[src/rtl/regular_dec.sv]
// JPEG-LS regular-mode sample decoder: context lookup, Golomb k, error unmap, bias update.
// Optional sticky code-error flag o_err when JLS_DEC_ERRCHK_EN is defined.
module regular_dec #(
    parameter int LIMIT = 23
) (
    input  logic       clk,
    input  logic       rst,
    input  logic       i_vl,
    output logic       i_rdy,
    input  logic [7:0] i_px,
    input  logic       i_s,
    input  logic [4:0] i_qh,
    output logic       o_kvl,
    output logic [3:0] o_k,
    input  logic       i_cvl,
    input  logic [4:0] i_zc,
    input  logic [8:0] i_bv,
    output logic       o_vl,
    output logic [7:0] o_x
`ifdef JLS_DEC_ERRCHK_EN
    ,
    output logic       o_err
`endif
);

    typedef enum logic [2:0] {
        S_INIT, S_IDLE, S_LOOK, S_WAIT, S_CALC, S_DONE
    } state_t;

    state_t st_q, st_d;
    logic [4:0] cnt_q, cnt_d;
    logic [7:0] px_q, px_d;
    logic       s_q, s_d;
    logic [4:0] qh_q, qh_d;
    logic [4:0] zc_q, zc_d;
    logic [8:0] bv_q, bv_d;
    logic [3:0] k_q, k_d;
    logic [6:0] n_q, n_d;
    logic [12:0] a_q, a_d;
    logic [6:0] b_q, b_d;
    logic [7:0] c_q, c_d;
    logic [7:0] x_q, x_d;

    logic [6:0]  n_mem [28];
    logic [12:0] a_mem [28];
    logic [6:0]  b_mem [28];
    logic [7:0]  c_mem [28];

    logic [6:0]  rd_n;
    logic [12:0] rd_a;
    logic [6:0]  rd_b;
    logic [7:0]  rd_c;

    assign rd_n = n_mem[qh_q];
    assign rd_a = a_mem[qh_q];
    assign rd_b = b_mem[qh_q];
    assign rd_c = c_mem[qh_q];

    logic [3:0]         k_calc;
    logic               esc;
    logic [23:0]        mask;
    logic [23:0]        merr;
    logic [24:0]        mu, half, halfp;
    logic signed [9:0]  nb2;
    logic               inv;
    logic signed [24:0] err;
    logic [24:0]        aerr;
    logic signed [9:0]  cx, px10, pc;
    logic [7:0]         pcl;
    logic [7:0]         x_calc;
    logic               n64;
    logic [24:0]        asum, ahalf;
    logic [12:0]        a_new;
    logic signed [24:0] bsum, bh, nns, b_fin;
    logic [6:0]         nn;
    logic [7:0]         c_new;
    logic               unused;

    always_comb begin
        k_calc = '0;
        for (int ii = 0; ii < 13; ii++) begin
            if (({13'd0, rd_n} << ii) < {7'd0, rd_a}) begin
                k_calc = k_calc + 4'd1;
            end
        end

        esc  = ({27'd0, zc_q} >= LIMIT);
        mask = (24'd1 << k_q) - 24'd1;
        if (esc) begin
            merr = {15'd0, bv_q[7:0]} + 24'd1;
        end else begin
            merr = ({19'd0, zc_q} << k_q) | ({15'd0, bv_q} & mask);
        end

        mu    = {1'b0, merr};
        half  = mu >> 1;
        halfp = (mu + 25'd1) >> 1;
        nb2   = -($signed({{3{b_q[6]}}, b_q}) <<< 1);
        inv   = (k_q == 4'd0) && (nb2 >= $signed({3'b0, n_q}));
        if (inv) begin
            err = mu[0] ? half : ~half;
        end else begin
            err = mu[0] ? -halfp : half;
        end
        aerr = err[24] ? -err : err;

        cx   = $signed({{2{c_q[7]}}, c_q});
        px10 = $signed({2'b0, px_q});
        pc   = s_q ? px10 - cx : px10 + cx;
        if (pc < 10'sd0) begin
            pcl = 8'd0;
        end else if (pc > 10'sd255) begin
            pcl = 8'd255;
        end else begin
            pcl = pc[7:0];
        end
        x_calc = s_q ? pcl - err[7:0] : pcl + err[7:0];

        // Halving on N==64 renormalises the context and restarts N at 33.
        n64   = (n_q == 7'd64);
        asum  = {12'd0, a_q} + aerr;
        ahalf = n64 ? asum >> 1 : asum;
        a_new = ahalf[12:0];
        nn    = (n64 ? 7'd32 : n_q) + 7'd1;
        nns   = $signed({18'd0, nn});
        bsum  = $signed({{18{b_q[6]}}, b_q}) + err;
        bh    = n64 ? (bsum >>> 1) : bsum;

        b_fin = bh;
        c_new = c_q;
        if (bh <= -nns) begin
            b_fin = bh + nns;
            if (b_fin <= -nns) begin
                b_fin = 25'sd1 - nns;
            end
            if (c_q != 8'h80) begin
                c_new = c_q - 8'd1;
            end
        end else if (bh > 25'sd0) begin
            b_fin = bh - nns;
            if (b_fin > 25'sd0) begin
                b_fin = '0;
            end
            if (c_q != 8'h7f) begin
                c_new = c_q + 8'd1;
            end
        end
    end

    assign unused = ^{ahalf[24:13], b_fin[24:7]};

`ifdef JLS_DEC_ERRCHK_EN
    logic err_q, err_d;
    logic bad;
    assign bad   = ({27'd0, zc_q} > LIMIT) || (merr > 24'd255);
    assign o_err = err_q;
`endif

    always_comb begin
        st_d  = st_q;
        cnt_d = cnt_q;
        px_d  = px_q;
        s_d   = s_q;
        qh_d  = qh_q;
        zc_d  = zc_q;
        bv_d  = bv_q;
        k_d   = k_q;
        n_d   = n_q;
        a_d   = a_q;
        b_d   = b_q;
        c_d   = c_q;
        x_d   = x_q;
`ifdef JLS_DEC_ERRCHK_EN
        err_d = err_q;
`endif
        unique case (st_q)
            S_INIT: begin
                cnt_d = cnt_q + 5'd1;
                if (cnt_q == 5'd27) begin
                    cnt_d = '0;
                    st_d  = S_IDLE;
                end
            end
            S_IDLE: begin
                if (i_vl) begin
                    px_d = i_px;
                    s_d  = i_s;
                    qh_d = i_qh;
                    st_d = S_LOOK;
                end
            end
            S_LOOK: begin
                n_d  = rd_n;
                a_d  = rd_a;
                b_d  = rd_b;
                c_d  = rd_c;
                k_d  = k_calc;
                st_d = S_WAIT;
            end
            S_WAIT: begin
                if (i_cvl) begin
                    zc_d = i_zc;
                    bv_d = i_bv;
                    st_d = S_CALC;
                end
            end
            S_CALC: begin
                x_d  = x_calc;
                n_d  = nn;
                a_d  = a_new;
                b_d  = b_fin[6:0];
                c_d  = c_new;
`ifdef JLS_DEC_ERRCHK_EN
                err_d = err_q | bad;
`endif
                st_d = S_DONE;
            end
            S_DONE: begin
                st_d = S_IDLE;
            end
            default: begin
                st_d = S_INIT;
            end
        endcase
    end

    always_ff @(posedge clk) begin
        if (rst) begin
            st_q  <= S_INIT;
            cnt_q <= '0;
            px_q  <= '0;
            s_q   <= 1'b0;
            qh_q  <= '0;
            zc_q  <= '0;
            bv_q  <= '0;
            k_q   <= '0;
            n_q   <= '0;
            a_q   <= '0;
            b_q   <= '0;
            c_q   <= '0;
            x_q   <= '0;
`ifdef JLS_DEC_ERRCHK_EN
            err_q <= 1'b0;
`endif
        end else begin
            st_q  <= st_d;
            cnt_q <= cnt_d;
            px_q  <= px_d;
            s_q   <= s_d;
            qh_q  <= qh_d;
            zc_q  <= zc_d;
            bv_q  <= bv_d;
            k_q   <= k_d;
            n_q   <= n_d;
            a_q   <= a_d;
            b_q   <= b_d;
            c_q   <= c_d;
            x_q   <= x_d;
`ifdef JLS_DEC_ERRCHK_EN
            err_q <= err_d;
`endif
        end
    end

    always_ff @(posedge clk) begin
        if (!rst) begin
            if (st_q == S_INIT) begin
                n_mem[cnt_q] <= 7'd1;
                a_mem[cnt_q] <= 13'd4;
                b_mem[cnt_q] <= 7'd0;
                c_mem[cnt_q] <= 8'd0;
            end else if (st_q == S_DONE) begin
                n_mem[qh_q] <= n_q;
                a_mem[qh_q] <= a_q;
                b_mem[qh_q] <= b_q;
                c_mem[qh_q] <= c_q;
            end
        end
    end

    assign i_rdy = (st_q == S_IDLE);
    assign o_kvl = (st_q == S_WAIT);
    assign o_vl  = (st_q == S_DONE);
    assign o_k   = k_q;
    assign o_x   = x_q;

endmodule

[config.mk]
export PLATFORM = sky130hd
export DESIGN_NAME = regular_dec
export DESIGN_NICKNAME = d
export VERILOG_FILES = /design/src/rtl/regular_dec.sv
export SDC_FILE = /design/constraint.sdc
export NUM_CORES = 2
export LEC_CHECK = 0
export CAP_MARGIN = 20
export CELL_PAD_IN_SITES_DETAIL_PLACEMENT = 1
export CELL_PAD_IN_SITES_GLOBAL_PLACEMENT = 2
export CORE_UTILIZATION = 51
export DETAILED_ROUTE_END_ITERATION = 16
export PLACE_DENSITY_LB_ADDON = 0.12
export RECOVER_POWER = 50
export SLEW_MARGIN = 0
export SYNTH_ARGS = -nofsm -noshare
export SYNTH_HDL_FRONTEND = slang
export SYNTH_SLANG_ARGS = --single-unit
[constraint.sdc]
create_clock -name clk -period 19 [get_ports clk]
set_input_delay 2.85 -clock clk [delete_from_list [all_inputs] [get_ports clk]]
set_output_delay 2.85 -clock clk [all_outputs]
set_load 0.02 [all_outputs]
==> reports/results.tsv <==
metric	value	unit
synth-seq-cells	1068	
hold_class	flip-flop to flip-flop	
critPathArrivalTime	12510	ps
ys_warn_count	0	
diodes	0	
final-setup-viol-count	0	
finalSetupTns	0	ps
routed_via_density	6.440	
tightest_slew	3109	ps
path_common_cell	nand2_1	
synth_cells	3561	
drive_gt1_frac	0.1573	
fin_crit	11940	ps
overflow	0	
clkLatencyLatePin	700	ps
grt_max_degree	106	
cts_hold_buf	0	
grt_pass1_vias	34240	
cp_top_family	compound AO/OA/AOI/OAI gates	
cts_sinks	1068	
wire_per_inst	30.07	µm
seq_power_share	0.507	
ys.flop_type	edfxtp_1	
fin_cells	5075	
critPathMaxStageDelay	610	ps
hold_viol	0	
cts_setup_buffers	0	
crit_type	flip-flop to flip-flop	
final_area	0.05768	mm²
start_util	0.5168	
maxCapViolations	5	
power_density	87.14	mW/mm²
cts_root_buf	clkbuf_16	
synth.cell_area	0.05198	mm²
drtIter0Drc	3012	
htreeDepth	3	
port_buffers	46	
violations	capacitance limit, slew limit	
synth.distinct_cells	104	
dp_hpwl	93410	µm
run_status	complete, but fails checks	
place_area	0.05425	mm²
cts_tree	yes	
worstPathRequired	19570	ps
synth_area_per_cell	14.60	µm²
wl	152600	µm
clk_pin_slew	60	ps
gp_congestion	0.8661	
grt_pass1_wl	225200	µm
internal_power	3.895	mW
clockPowerShare	0.425	
fmax	83.78	MHz
finalPower	5.027	mW
syn-num-nets	3821	
critical_path.slowest_cell	and2_0	
fp.dieH	321.3	µm
p_comb_frac	0.068	
end_kind	flip-flop	
async_reset_ff_frac	0	
cts_buffer_depth	3	
rsz0062_at_grt	false	
fin_nets	3888	
die_width	321.3	µm
critPathLaunchType	flip-flop	
slew_viol_final	196	
first_pass_iters	6	
vias	32680	
ios	47	
finalCritPeriodShare	0.6282	
ir_drop	0.08231	mV
p_sw	1.132	mW
gr-usage-all-layers	0.2981	
p_leak	20.31	nW
numCtsBuffers	106	
synth_edf_count	980	
finClkSkew	32.45	ps
area_growth	10.96	%
drc	0	
yosysSeqAreaShare	0.6000	
die_area	0.1032	mm²
core	0.1006	mm²
place_inst	4875	
crit_fanout	21	
cts_resized	0	
antenna_found_initial	5	
timing.max_slew.rel_slack	-1.088	
rows	116	
switching_share	0.2251	
cp_num_buf_inv	3	
ant_nets	0	
sequential cells by signal, summed over array words and instances, names as in the netlist, 5 cells and up, named ones only:
name and flops:
px_q 8, b_q 7, o_x 8, c_mem 224, b_mem 196, qh_q 5
a_q 13, c_q 8, bv_q 9, zc_q 5, n_q 7, cnt_q 5
n_mem 196, a_mem 364
tightest hold or removal path, cell delays in order (launching register included):
cell and delay (ps):
dfxtp_1 310, nand2_1 50, a21oi_1 50
final cells by class:
class | count | area, µm²
multi-input combinational | 2224 | 19860
clock buffer | 121 | 2730
timing repair buffer | 123 | 1003
sequential | 1068 | 31200
clock inverter | 77 | 795.8
inverter | 105 | 395.4
tap | 1357 | 1698
fill | 9467 | 42900
layout by cell type, fill, tap and decap left out, types with 28 or more instances in the layout:
cell type        instances
clkbuf_16              107
mux2i_1                 92
edfxtp_1               980
nor3_1                  51
nor2_4                  29
clkbuf_1                28
o21a_1                  37
buf_4                   60
nand2b_1                30
nand4_1                 37
ha_1                   221
xor2_1                  39
mux4_2                 247
nand3_1                 69
o21ai_0                 87
inv_1                  100
nand2_1                258
dfxtp_1                 85
xnor2_1                109
nor2_1                 164
a21oi_1                170
clkdlybuf4s50_1         40
a21o_1                  73
nor2b_1                 37
a211oi_1                53
Yosys cell counts (26+ instances only):
| cell type | number | area (µm²) |
|---|---|---|
| nor2b_1 | 38 | 237.7 |
| inv_1 | 101 | 379.1 |
| a21o_1 | 73 | 548.0 |
| o21a_1 | 37 | 277.8 |
| nor3_1 | 53 | 265.3 |
| o21ai_0 | 87 | 435.4 |
| xnor2_1 | 109 | 954.7 |
| xor2_1 | 39 | 341.6 |
| a21oi_1 | 171 | 855.8 |
| and2_1 | 41 | 256.5 |
| edfxtp_1 | 980 | 29430 |
| and3_1 | 27 | 168.9 |
| mux2i_1 | 92 | 920.9 |
| dfxtp_1 | 88 | 1762 |
| ha_1 | 221 | 2765 |
| nand2_1 | 258 | 968.4 |
| nand4_1 | 37 | 231.5 |
| mux4_2 | 247 | 5563 |
| a211oi_1 | 53 | 397.9 |
| nand3_1 | 69 | 345.3 |
| buf_2 | 26 | 130.1 |
| nand2b_1 | 30 | 187.7 |
| nor2_1 | 193 | 724.4 |
| clkbuf_1 | 97 | 364.1 |
final timing paths:
kind,slack [ps],start,endpoint,depth (start not counted)
worst max-delay path,7060,zc_q[0],c_q[7],44
worst min-delay path,460,o_x[3],o_x[3],2
worst max register to register,7060,zc_q[0],c_q[7],44
worst min register to register,460,o_x[3],o_x[3],2
per-stage QoR:
stage / hold slack (ps) / util / setup WS, ps
floorplan: 435.7 / - / 8130
global placement: 451.5 / 0.5393 / 6882
detailed placement: 454.0 / 0.5394 / 7138
CTS: 465.8 / 0.5744 / 7110
global route: 478.4 / 0.5735 / 6108
finish: 458.4 / 0.5735 / 7063
power groups by stage:
| stage | clock, mW | sequential [mW] | combinational (mW) |
|---|---|---|---|
| after floorplan | 0 | 2.60 | 0.239 |
| after global placement | 0 | 2.60 | 0.326 |
| after detailed placement | 0 | 2.60 | 0.343 |
| after CTS | 2.16 | 2.55 | 0.346 |
| after global routing | 2.23 | 2.55 | 0.377 |
| final | 2.14 | 2.55 | 0.344 |
kinds of logic after synthesis:
group                      Yosys count  synth area share
muxes                              364            0.1310
adders and majority gates          228           0.05589
DFF                               1068            0.6000
xor gates and xnor gates           156           0.02840
AOI/OAI and AO/OA                  628           0.08155
buffers and inverters              269           0.02282
and+or+nand+nor                    848           0.08034
layer usage:
metal	GRT usage	part of all wire	up-vias
met5	0	0.000085	-
met4	0.09333	0.029	2
met3	0.04137	0.065	250
met2	0.5137	0.50	1230
met1	0.3914	0.40	17110
li1	-	-	14090
No activity file was read; power rests on OpenSTA's default activity.
